File: src/rtl/fprint_gated_pio_pkg.sv
// fprint_gated_pio_pkg: address map, CONTROL bit positions and size limits for fprint_gated_pio
package fprint_gated_pio_pkg;
  localparam int MAX_CHANNELS = 8;
  localparam int MAX_WIDTH = 32;
  typedef enum logic [1:0] {SEL_SHADOW, SEL_LIVE, SEL_CSR, SEL_IRQ} sel_e;
  localparam logic [2:0] OFS_STATUS = 3'd0;
  localparam logic [2:0] OFS_CONTROL = 3'd1;
  localparam logic [2:0] OFS_IRQ_STATUS = 3'd0;
  localparam logic [2:0] OFS_IRQ_ENABLE = 3'd1;
  localparam int CTRL_FORCE_BIT = 8;
  localparam int STATUS_OVF_LSB = 8;
endpackage

File: src/rtl/fprint_gated_pio_chan.sv
// fprint_gated_pio_chan: one channel's shadow/live pair, pending and overwrite flags, release edge detect
module fprint_gated_pio_chan #(
  parameter int WIDTH = 4
) (
  input  logic             clk,
  input  logic             reset,
  input  logic             wr,
  input  logic [WIDTH-1:0] wdata,
  input  logic             rel,
  input  logic             mask,
  input  logic             frc,
  input  logic             ovf_clr,
  output logic [WIDTH-1:0] shadow,
  output logic [WIDTH-1:0] live,
  output logic             pending,
  output logic             overwrite,
  output logic             commit
);
  logic rel_q;
  assign commit = ((rel & ~rel_q & mask) | frc) & pending;
  // live captures the old shadow, so a write landing with a commit stays pending without counting as an overwrite
  always_ff @(posedge clk) begin
    if (reset) begin
      rel_q <= 1'b0;
      shadow <= '0;
      live <= '0;
      pending <= 1'b0;
      overwrite <= 1'b0;
    end else begin
      rel_q <= rel;
      if (wr) shadow <= wdata;
      if (commit) live <= shadow;
      pending <= wr | (pending & ~commit);
      overwrite <= (wr & pending & ~commit) | (overwrite & ~ovf_clr);
    end
  end
endmodule

File: src/rtl/fprint_gated_pio.sv
// fprint_gated_pio: release-gated multi-channel Avalon-MM PIO; commit interrupt built with FPRINT_GATED_PIO_IRQ_EN
module fprint_gated_pio
  import fprint_gated_pio_pkg::*;
#(
  parameter int WIDTH = 4,
  parameter int CHANNELS = 2
) (
  input  logic                      clk,
  input  logic                      reset,
  input  logic [4:0]                address,
  input  logic                      chipselect,
  input  logic                      write_n,
  input  logic [31:0]               writedata,
  output logic [31:0]               readdata,
  input  logic [CHANNELS-1:0]       io_release,
  output logic [CHANNELS*WIDTH-1:0] out_port,
  output logic                      irq
);
  sel_e sel;
  logic [2:0] ch;
  logic we, wr_csr, frc;
  logic [7:0] mask, pend, ovf, commit;
  logic [31:0] shadow_rd [MAX_CHANNELS];
  logic [31:0] live_rd [MAX_CHANNELS];
  logic [31:0] irq_rd;
  logic unused_ok;
  assign sel = sel_e'(address[4:3]);
  assign ch = address[2:0];
  assign we = chipselect & ~write_n;
  assign wr_csr = we & (sel == SEL_CSR);
  assign frc = wr_csr & (ch == OFS_CONTROL) & writedata[CTRL_FORCE_BIT];
  always_ff @(posedge clk) begin
    if (reset) mask <= 8'hff;
    else if (wr_csr && ch == OFS_CONTROL) mask <= writedata[7:0];
  end
  // unimplemented channel slots read as zero so the read mux indexes a full-size table
  for (genvar i = 0; i < MAX_CHANNELS; i++) begin : g_ch
    if (i < CHANNELS) begin : g_on
      logic [WIDTH-1:0] sh, lv;
      fprint_gated_pio_chan #(.WIDTH(WIDTH)) u_chan (
        .clk       (clk),
        .reset     (reset),
        .wr        (we && sel == SEL_SHADOW && ch == 3'(i)),
        .wdata     (writedata[WIDTH-1:0]),
        .rel       (io_release[i]),
        .mask      (mask[i]),
        .frc       (frc),
        .ovf_clr   (wr_csr && ch == OFS_STATUS && writedata[STATUS_OVF_LSB+i]),
        .shadow    (sh),
        .live      (lv),
        .pending   (pend[i]),
        .overwrite (ovf[i]),
        .commit    (commit[i])
      );
      assign shadow_rd[i] = 32'(sh);
      assign live_rd[i] = 32'(lv);
      assign out_port[i*WIDTH +: WIDTH] = lv;
    end else begin : g_off
      assign shadow_rd[i] = '0;
      assign live_rd[i] = '0;
      assign pend[i] = 1'b0;
      assign ovf[i] = 1'b0;
      assign commit[i] = 1'b0;
    end
  end
`ifdef FPRINT_GATED_PIO_IRQ_EN
  logic [7:0] irq_stat, irq_en;
  logic irq_wr;
  assign irq_wr = we & (sel == SEL_IRQ);
  always_ff @(posedge clk) begin
    if (reset) begin
      irq_stat <= '0;
      irq_en <= '0;
      irq <= 1'b0;
    end else begin
      irq_stat <= commit | (irq_stat & ~((irq_wr && ch == OFS_IRQ_STATUS) ? writedata[7:0] : 8'h0));
      if (irq_wr && ch == OFS_IRQ_ENABLE) irq_en <= writedata[7:0];
      irq <= |(irq_stat & irq_en);
    end
  end
  assign irq_rd = ch == OFS_IRQ_STATUS ? {24'h0, irq_stat} : ch == OFS_IRQ_ENABLE ? {24'h0, irq_en} : '0;
  assign unused_ok = ^writedata[31:16];
`else
  assign irq = 1'b0;
  assign irq_rd = '0;
  assign unused_ok = ^{writedata[31:16], commit};
`endif
  always_comb begin
    readdata = sel == SEL_SHADOW ? shadow_rd[ch] :
               sel == SEL_LIVE   ? live_rd[ch] :
               sel == SEL_CSR    ? (ch == OFS_STATUS ? {16'h0, ovf, pend} :
                                    ch == OFS_CONTROL ? {24'h0, mask} : '0) :
               irq_rd;
  end
endmodule

File: config.mk
export PLATFORM = sky130hd
export DESIGN_NAME = fprint_gated_pio
export DESIGN_NICKNAME = d
export VERILOG_FILES = /design/src/rtl/fprint_gated_pio_pkg.sv /design/src/rtl/fprint_gated_pio_chan.sv /design/src/rtl/fprint_gated_pio.sv
export SDC_FILE = /design/constraint.sdc
export NUM_CORES = 1
export LEC_CHECK = 0
export CORE_MARGIN = 5
export CORE_UTILIZATION = 41
export CTS_CLUSTER_SIZE = 12
export DETAILED_ROUTE_END_ITERATION = 12
export PLACE_DENSITY_LB_ADDON = 0.3
export SLEW_MARGIN = 10
export SYNTH_ARGS = -nofsm -noshare
export SYNTH_HDL_FRONTEND = slang
export SYNTH_HIERARCHICAL = 1
export SYNTH_SLANG_ARGS = --single-unit
File: constraint.sdc
create_clock -name clk -period 2.3 [get_ports clk]
set_clock_uncertainty 0.2 [all_clocks]
set_input_delay 0.46 -clock clk [delete_from_list [all_inputs] [get_ports clk]]
set_output_delay 0.46 -clock clk [all_outputs]
set_load 0.05 [all_outputs]
== Yosys cells after proc, flatten, opt, wreduce, memory -nomap -nowiden ==
Index checks and enable logic that the tools add are counted.

* Memory bits (writable): 0
* Latch bits: 0
* ROM bits: 0
* Bits in registers: 30
* Memories: 0
* Logic and storage cells: 67
* Input port bits: 43

* Multiplexer cells: 11
* Shifts and indexed selects: 0
* Reduce and logical (&&, ||, !) cells: 9
* Add/subtract/negate cells: 0
* Multipliers: 0
* Bitwise gates (word level): 32
* Div/mod/pow operators: 0
* Eq/ne operators: 3
* Magnitude comparators: 1

{| class="wikitable"
|+ Operators by type and width
! operator !! number
|-
| binary-select mux 32 bit (select 3 bit) || 2
|-
| 2-to-1 mux 32 bit || 6
|-
| 2-to-1 mux 10 bit || 2
|-
| AND 1 bit || 18
|-
| 2-to-1 mux 8 bit || 1
|-
| logical AND 1 bit || 7
|-
| NOT 1 bit || 7
|-
| bitwise OR 1 bit || 6
|-
| >= comparator 4 bit (second input constant) || 1
|-
| NOT 3 -> 4 bit || 1
|-
| equality test 3 x 1 -> 1 bit (second input constant) || 1
|-
| logical NOT 3 bit || 1
|-
| equality test 2 x 1 -> 1 bit (second input constant) || 1
|-
| equality test 2 bit (second input constant) || 1
|-
| logical NOT 2 bit || 1
|}

== Depth between registers and ports, before layout ==
Gate-level depths: netlist (run 1).

* Depth in word-level cells: 10
* Gate-level depth with buffers: 8
* Mapped depth without buffers: 6

== Modules after synthesis ==
The synthesis (run 1) kept the hierarchy.

{| class="wikitable"
|+ Modules (own cells, without submodules)
! module !! cells an instance !! area an instance (µm²) !! times used !! seq. area each (µm²)
|-
| fprint_gated_pio_chan || 42 || 452.9 || 2 || 220.2
|-
| fprint_gated_pio || 108 || 879.6 || 1 || 160.2
|}

== Worst setup path after synthesis (run 1) ==
OpenSTA, ideal clock, no wires.

* Path kind: in2out
* Start point: input address[0]
* End point: output readdata[1]
* Arrival time: 2.047 ns
* Path slack: -0.407 ns
* Cell stages on the path: 4
* Path buffers: 1
* Cells stage by stage: buf_6 > mux2i_1 > or4b_1 > a31oi_1

* Longest elaborated chain between the ends: 6

{| class="wikitable"
|+ RTL lines
! element !! line !! text
|-
| from (decl) || fprint_gated_pio.sv:10 || <nowiki>input logic [4:0] address,</nowiki>
|-
| NOT 3 -> 4 bit (not written as such) / equality test 3 x 1 -> 1 bit (equally long branches) || fprint_gated_pio.sv:89, fprint_gated_pio.sv:90, fprint_gated_pio.sv:92 ||
|-
| binary-select mux 32 bit (select 3 bit) / 2-to-1 mux 8 bit (equally long branches) || fprint_gated_pio.sv:90, fprint_gated_pio.sv:92 ||
|-
| 2-to-1 mux 32 bit (not written as such) / 2-to-1 mux 10 bit (equally long branches) (2 in a row) || fprint_gated_pio.sv:90, fprint_gated_pio.sv:91 ||
|-
| 2-to-1 mux 32 bit || fprint_gated_pio.sv:90 || <nowiki>sel == SEL_LIVE ? live_rd[ch] :</nowiki>
|-
| 2-to-1 mux 32 bit * || fprint_gated_pio.sv:89 || <nowiki>readdata = sel == SEL_SHADOW ? shadow_rd[ch] :</nowiki>
|-
| to (decl) || fprint_gated_pio.sv:14 || <nowiki>output logic [31:0] readdata,</nowiki>
|}

Every way passes the cells marked *; elsewhere a longest branch is shown, timed or not. The select of a mux whose other input is x is not followed.

== Worst setup path after layout (run 1) ==
* Start point: input address[4]
* End point: output readdata[0]

* Longest elaborated chain between the ends: 4

{| class="wikitable"
|+ RTL lines
! element !! line !! text
|-
| equality test 2 bit || fprint_gated_pio.sv:91 || <nowiki>sel == SEL_CSR ? (ch == OFS_STATUS ? {16'h0, ovf, pend} :</nowiki>
|-
| 2-to-1 mux 10 bit || fprint_gated_pio.sv:91 ||
|-
| 2-to-1 mux 32 bit || fprint_gated_pio.sv:90 ||
|-
| 2-to-1 mux 32 bit * || fprint_gated_pio.sv:89 ||
|}

Every way passes the cells marked *; elsewhere a longest branch is shown, timed or not.

==> out/results.tsv, run 1 <==
stage	metric	value	unit
status	outcome	finished clean	
sta	period utilization	0.984	
routing	Routed Antenna Nets	0	
global_route	pin count of the biggest net entering global routing	39	
sta	Period minus WS final	2.26	ns
synthesis	synth warn	6	
clock_tree	clk sink count	30	
die	Die X	76.0	um
layout	fin nets	294	
clock_tree	root buf cell	clkbuf_8	
synthesis	fraction of registers with async set or reset after synthesis	0	
worst_setup_path	Crit path largest cell delay	0.58	ns
synthesis	Syn Inst Count	192	
worst_setup_path	CP arrival	1.60	ns
clock_tree	Skew-Pair Late Insertion Delay	0.28	ns
die	total core area	4290	um^2
place	DP Worst Slack	-0.434	ns
die	die area	5770	um^2
worst_setup_path	critical path, cell by cell	buf_2, or4_4, nor2_2, a211o_1, buf_12	
worst_setup_path	CP Capture Type	primary output	
hold_path	worst hold path type	reg2reg	
worst_setup_path	required time of the critical path	1.64	ns
die	Die Y	76.0	um
power_and_ir_drop	Lkg Pwr	1.04	nW
synthesis	sequential area share after synthesis	0.336	
power_and_ir_drop	Power Internal	0.847	mW
sta	RSZ-0062 raised after global routing	true	
layout	post-route design area	2530	um^2
worst_setup_path	Startpoint Class	primary input	
sta	Final Slew Violations	0	
power_and_ir_drop	Comb power frac	0.196	
worst_setup_path	Buffers & Inverters on Critical Path	2	
sta	final hold slack	0.275	ns
layout	fill count	386	
power_and_ir_drop	Reg power frac	0.437	
synthesis	syn avg cell area	9.30	um^2
layout	Layout area overhead	42.0	%
clock_tree	clk slew on worst S/H paths	0.06	ns
routing	Routed WL	4350	um
sta	pin slew with the least headroom to its limit	0.498	ns
synthesis	Post-synth EDFFs	0	
synthesis	post-synthesis register bit count	30	
die	Initial Util	0.416	
clock_tree	CTS H-tree lvls	2	
place	port bufs	38	
place	Area after DPL	2350	um^2
global_route	first-pass GRT wire length	7040	um
die	Rows	24	
clock_tree	CTS Buf Count	5	
power_and_ir_drop	P_sw	0.351	mW
sta	final worst-path setup slack	0.0357	ns
worst_setup_path	CP delay by family, top	simple AND/OR/NAND/NOR gates	
global_route	vias in the first global route	1421	
global_route	GRT Overall Usage	0.152	
power_and_ir_drop	Max VDD drop	0.309	mV
layout	Ant. Diodes	0	
synthesis	cell taking the most area after synthesis	dfxtp_1	
sta	setup_tns	0	ns
global_route	GRT overflow	0	
synthesis	most common cell in the netlist	dfxtp_1	
worst_setup_path	reg2reg start	mask[1]$_SDFFE_PP1P_	
routing	Vias per Instance	4.74	
power_and_ir_drop	switch share	0.293	
hold_path	critical hold path startpoint	g_ch[1].g_on.u_chan/overwrite$_SDFF_PP0_	
synthesis	Synth cell types	34	
worst_setup_path	crit path max fanout	7	
synthesis	most frequent cells after synthesis	30 x dfxtp_1, 28 x mux2i_1, 24 x buf_4	
sta	Fmax	442	MHz
sta	Final Hold Fails	0	
routing	First DRT Iteration DRCs	57	
routing	DRC viols	0	
place	Inst Count DP	291	
worst_setup_path	CP startpoint	address[4]	
synthesis	Synth Cell Area	1790	um^2
routing	via count	1441	
flow_run	max-cap violation count	0	
synthesis	largest cells by area after synthesis	dfxtp_1 34%, mux2i_1 16%, buf_4 10%	
power_and_ir_drop	Power Density	473	nW/um^2
routing	Routed WL per cell	14.3	um
worst_setup_path	Slowest cell on crit path	or4_4	
layout	Finished Core Util	0.590	
power_and_ir_drop	Clk pwr share	0.367	
sta	max_slew headroom	0.667	
worst_setup_path	category of the critical setup timing path	in2out	
layout	ratio of cells with drive above 1 in the final layout	0.286	
global_route	initial antenna violation count	0	
routing	DRT Pass-1 Iters	4	
die	IO Count	84	
synthesis	ys flop type	dfxtp_1	
clock_tree	CTS tree	built	
clock_tree	Longest Clk Path Bufs	2	
place	post-DP HPWL	3160	um
sta	# setup viols final	0	
layout	Non-Filler Instances	304	
synthesis	post-synth top area share	0.336	
place	gpl congestion	0.809	
power_and_ir_drop	Design Power	1.20	mW
==> state kept, by name (all words and copies together) (netlist names) <==
| signal | flops |
|---|---|
| g_ch.g_on.u_chan/overwrite | 2 |
| g_ch.g_on.u_chan/live | 8 |
| mask | 8 |
| g_ch.g_on.u_chan/shadow | 8 |
| g_ch.g_on.u_chan/pending | 2 |
| g_ch.g_on.u_chan/rel_q | 2 |
==> cell type report <==
class / count / area (um^2) / area share
multi-input combinational: 147 / 1080 / 0.427
timing repair buffer: 64 / 674 / 0.266
sequential: 30 / 606 / 0.239
clock buffer: 6 / 82.6 / 0.0326
tap: 52 / 65.1 / 0.0257
clock inverter: 2 / 12.5 / 0.00494
inverter: 3 / 11.3 / 0.00444
==> final timing paths <==
check,slack [ns],cells past startpoint,endpoint
max,0.04,5,readdata[0]
min,0.27,2,g_ch[1].g_on.u_chan/overwrite$_SDFF_PP0_
max reg2reg,0.99,4,g_ch[1].g_on.u_chan/live[0]$_SDFFE_PP0P_
min reg2reg,0.27,2,g_ch[1].g_on.u_chan/overwrite$_SDFF_PP0_
==> worst register-to-register path, stage by stage (launching register included) <==
cell and delay, ns:
dfxtp_4 0.36, buf_4 0.11, nand3b_4 0.09, a21boi_4 0.26, mux2i_1 0.22
==> cells in the final DEF, fill, tap and decap left out, types with 4 or more instances in the layout <==
cell             instances
dfxtp_1                 28
mux2i_1                 27
buf_4                   24
conb_1                  23
clkdlybuf4s50_1         23
nand2b_1                19
nor2_1                  19
and2_1                  10
buf_12                  10
clkbuf_8                 6
a221o_1                  4
==> per-layer routing <==
layer	track usage	routed length [um]	vias to the layer above
li1	-	-	727
met1	0.188	1850	660
met2	0.235	2110	50
met3	0.0650	350	4
met4	0.0534	50	0
met5	0	0	-
==> power groups by stage <==
stage | clock (mW) | sequential (mW) | combinational [mW]
floorplan | 0 | 0.536 | 0.180
global placement | 0 | 0.536 | 0.223
detailed placement | 0 | 0.537 | 0.224
CTS | 0.459 | 0.525 | 0.230
global route | 0.486 | 0.524 | 0.247
finish | 0.440 | 0.524 | 0.235
==> logic make-up after synthesis <==
family / share of synthesized area
muxes: 0.157
DFF: 0.336
other: 0.00210
AOI/OAI and AO/OA: 0.0820
buffers and inverters: 0.142
and+or+nand+nor: 0.280
==> what timing repair did <==
| item | CTS | global route |
|---|---|---|
| setup endpoints to repair | 18 | 6 |
| buffers inserted | 1 | 3 |
| gates resized for setup | 29 | 12 |
| hold buffers | 0 | 0 |
| endpoints found under the hold margin | 0 | 0 |
| gates cloned | 1 | 0 |
| pin swaps | 9 | 5 |
Note: power is estimated with default switching activity, not from simulation.
==> run 2, diff against run 1 <==
clock period = 2.1 ns   (was 2.3 ns; I/O delays follow)
==> out/results.tsv, run 2 (synthesized netlist as in run 1, its figures left out) <==
stage	metric	value	unit	change
status	outcome	finished with violations		was finished clean
status	failing checks	setup timing		
die	Initial Util	0.416		unchanged
layout	Non-Filler Instances	310		was 304
place	post-DP HPWL	3270	um	was 3160 um
global_route	initial antenna violation count	0		unchanged
clock_tree	root buf cell	clkbuf_8		unchanged
layout	largest registers	g_ch.g_on.u_chan/live x8, g_ch.g_on.u_chan/shadow x8, mask x8		unchanged
clock_tree	CTS tree	built		unchanged
routing	Routed WL	4640	um	was 4350 um
worst_setup_path	CP Capture Type	primary output		unchanged
layout	fill count	353		was 386
place	gpl congestion	0.860		was 0.809
layout	fin nets	300		was 294
worst_setup_path	crit path max fanout	5		was 7
sta	Fmax	458	MHz	
flow_run	max-cap violation count	0		unchanged
sta	final hold slack	0.267	ns	was 0.275 ns
layout	most common cell after layout, fill and taps aside	buf_4		was dfxtp_1
power_and_ir_drop	Power Internal	0.953	mW	was 0.847 mW
routing	First DRT Iteration DRCs	86		was 57
place	Inst Count DP	296		was 291
clock_tree	CTS Buf Count	5		unchanged
clock_tree	Skew-Pair Late Insertion Delay	0.28	ns	about the same
sta	# setup viols final	3		was 0
routing	DRC viols	0		unchanged
power_and_ir_drop	Reg power frac	0.430		was 0.437
global_route	GRT Overall Usage	0.156		was 0.152
sta	final worst-path setup slack	-0.0849	ns	was 0.0357 ns
worst_setup_path	CP arrival	1.56	ns	was 1.60 ns
global_route	vias in the first global route	1551		was 1,421
power_and_ir_drop	P_sw	0.386	mW	was 0.351 mW
worst_setup_path	Startpoint Class	primary input		unchanged
global_route	first-pass GRT wire length	7490	um	was 7040 um
worst_setup_path	critical path, cell by cell	buf_12, buf_8, or4_4, a31oi_4, buf_12		was buf_2, or4_4, nor2_2, a211o_1, buf_12
worst_setup_path	required time of the critical path	1.48	ns	was 1.64 ns
place	port bufs	38		unchanged
die	Die X	76.0	um	unchanged
clock_tree	clk slew on worst S/H paths	0.06	ns	about the same
layout	ratio of cells with drive above 1 in the final layout	0.391		was 0.286
clock_tree	CTS Hold Bufs	0		unchanged
power_and_ir_drop	Design Power	1.34	mW	was 1.20 mW
global_route	pin count of the biggest net entering global routing	43		was 39
die	die area	5770	um^2	unchanged
power_and_ir_drop	Power Density	491	nW/um^2	was 473 nW/um^2
routing	Routed Antenna Nets	0		unchanged
worst_setup_path	Crit path largest cell delay	0.53	ns	was 0.58 ns
routing	Vias per Instance	4.81		was 4.74
global_route	GRT overflow	0		unchanged
clock_tree	Longest Clk Path Bufs	2		unchanged
routing	DRT Pass-1 Iters	4		unchanged
routing	Routed WL per cell	15.0	um	was 14.3 um
hold_path	worst hold path type	reg2reg		unchanged
worst_setup_path	most frequent CP cell	buf_12		
die	Die Y	76.0	um	unchanged
power_and_ir_drop	Clk pwr share	0.356		was 0.367
sta	RSZ-0062 raised after global routing	true		unchanged
die	Rows	24		unchanged
place	DP Worst Slack	-0.602	ns	was -0.434 ns
power_and_ir_drop	switch share	0.288		was 0.293
layout	Ant. Diodes	0		unchanged
clock_tree	CTS H-tree lvls	2		unchanged
worst_setup_path	category of the critical setup timing path	in2out		unchanged
sta	Period minus WS final	2.18	ns	
layout	commonest non-fill, non-tap cells in the layout	35 x buf_4, 27 x dfxtp_1, 24 x mux2i_1		was 28 x dfxtp_1, 27 x mux2i_1, 24 x buf_4
power_and_ir_drop	Lkg Pwr	1.12	nW	was 1.04 nW
power_and_ir_drop	Comb power frac	0.214		was 0.196
sta	Final Hold Fails	0		unchanged
clock_tree	clk sink count	30		unchanged
sta	Final Slew Violations	0		unchanged
worst_setup_path	Slowest cell on crit path	or4_4		unchanged
power_and_ir_drop	Max VDD drop	0.255	mV	was 0.309 mV
die	IO Count	84		unchanged
die	total core area	4290	um^2	unchanged
sta	period utilization	1.04		
layout	Layout area overhead	52.8	%	was 42.0%
routing	via count	1490		was 1,441
run 2: changes by cell type in the layout (fill, tap and decap cells not counted), sizes merged:
cell	change
clkbuf	+1
clkdlybuf4s50	-8
clkinvlp	-1
buf	+15
and2b	-1
run 2: repair_timing:
| item | in CTS | in global routing |
|---|---|---|
| pin swaps | 9 | 5 |
| resized for setup | 53 | 17 |
| setup buffers | 3 | 4 |
| gates cloned | 0 | 0 |
| endpoints found under the setup margin | 21 | 6 |
run 2: final cells by class:
cell class,count,area [um^2],area share
Multi-Input combinational cell,146,1180,0.431
Timing Repair Buffer,71,779,0.286
Sequential cell,30,604,0.222
Clock buffer,7,86.3,0.0317
Tap cell,52,65.1,0.0239
Inverter,3,11.3,0.00413
Clock inverter,1,5.00,0.00183
run 2: critical path, delay by kind of cell:
| family | cells | cell delay, ns |
|---|---|---|
| simple gates | 1 | 0.53 |
| buf+inv | 3 | 0.40 |
| compound gates | 1 | 0.21 |
run 2: final timing paths:
kind,startpoint,endpoint,depth (start not counted),slack [ns]
setup / recovery,address[0],readdata[1],5,-0.08
hold / removal,g_ch[0].g_on.u_chan/overwrite$_SDFF_PP0_,g_ch[0].g_on.u_chan/overwrite$_SDFF_PP0_,2,0.27
setup reg to reg,mask[0]$_SDFFE_PP1P_,g_ch[0].g_on.u_chan/live[1]$_SDFFE_PP0P_,3,0.76
hold reg to reg,g_ch[0].g_on.u_chan/overwrite$_SDFF_PP0_,g_ch[0].g_on.u_chan/overwrite$_SDFF_PP0_,2,0.27
run 2: power by group through the flow:
stage / Sequential, mW / Combinational, mW / Clock [mW]
2_1_floorplan: 0.587 / 0.199 / 0
5_1_grt: 0.575 / 0.301 / 0.513
3_3_place_gp: 0.587 / 0.249 / 0
3_5_place_dp: 0.587 / 0.251 / 0
6_report: 0.575 / 0.287 / 0.477
4_1_cts: 0.575 / 0.263 / 0.480
run 2: routing by layer:
layer / global-route usage / part of all wire
met1: 0.199 / 0.42
met3: 0.0461 / 0.060
met5: 0 / 0
met4: 0.0641 / 0.018
met2: 0.246 / 0.50
run 2: through the flow:
stage	utilization	setup TNS [ns]	cell area (um^2)
global placement	0.563	-10.69	2420
detailed placement	0.563	-11.16	2420
finish	0.635	-0.152	2730
floorplan	-	-0.0828	1920
CTS	0.610	-0.194	2620
global route	0.635	-0.398	2730
==> run 3, diff against run 2 <==
SLEW_MARGIN = 20   (was 10)
==> results of run 3 <==
Final layout, timing and power as in run 2 (identical DEF).
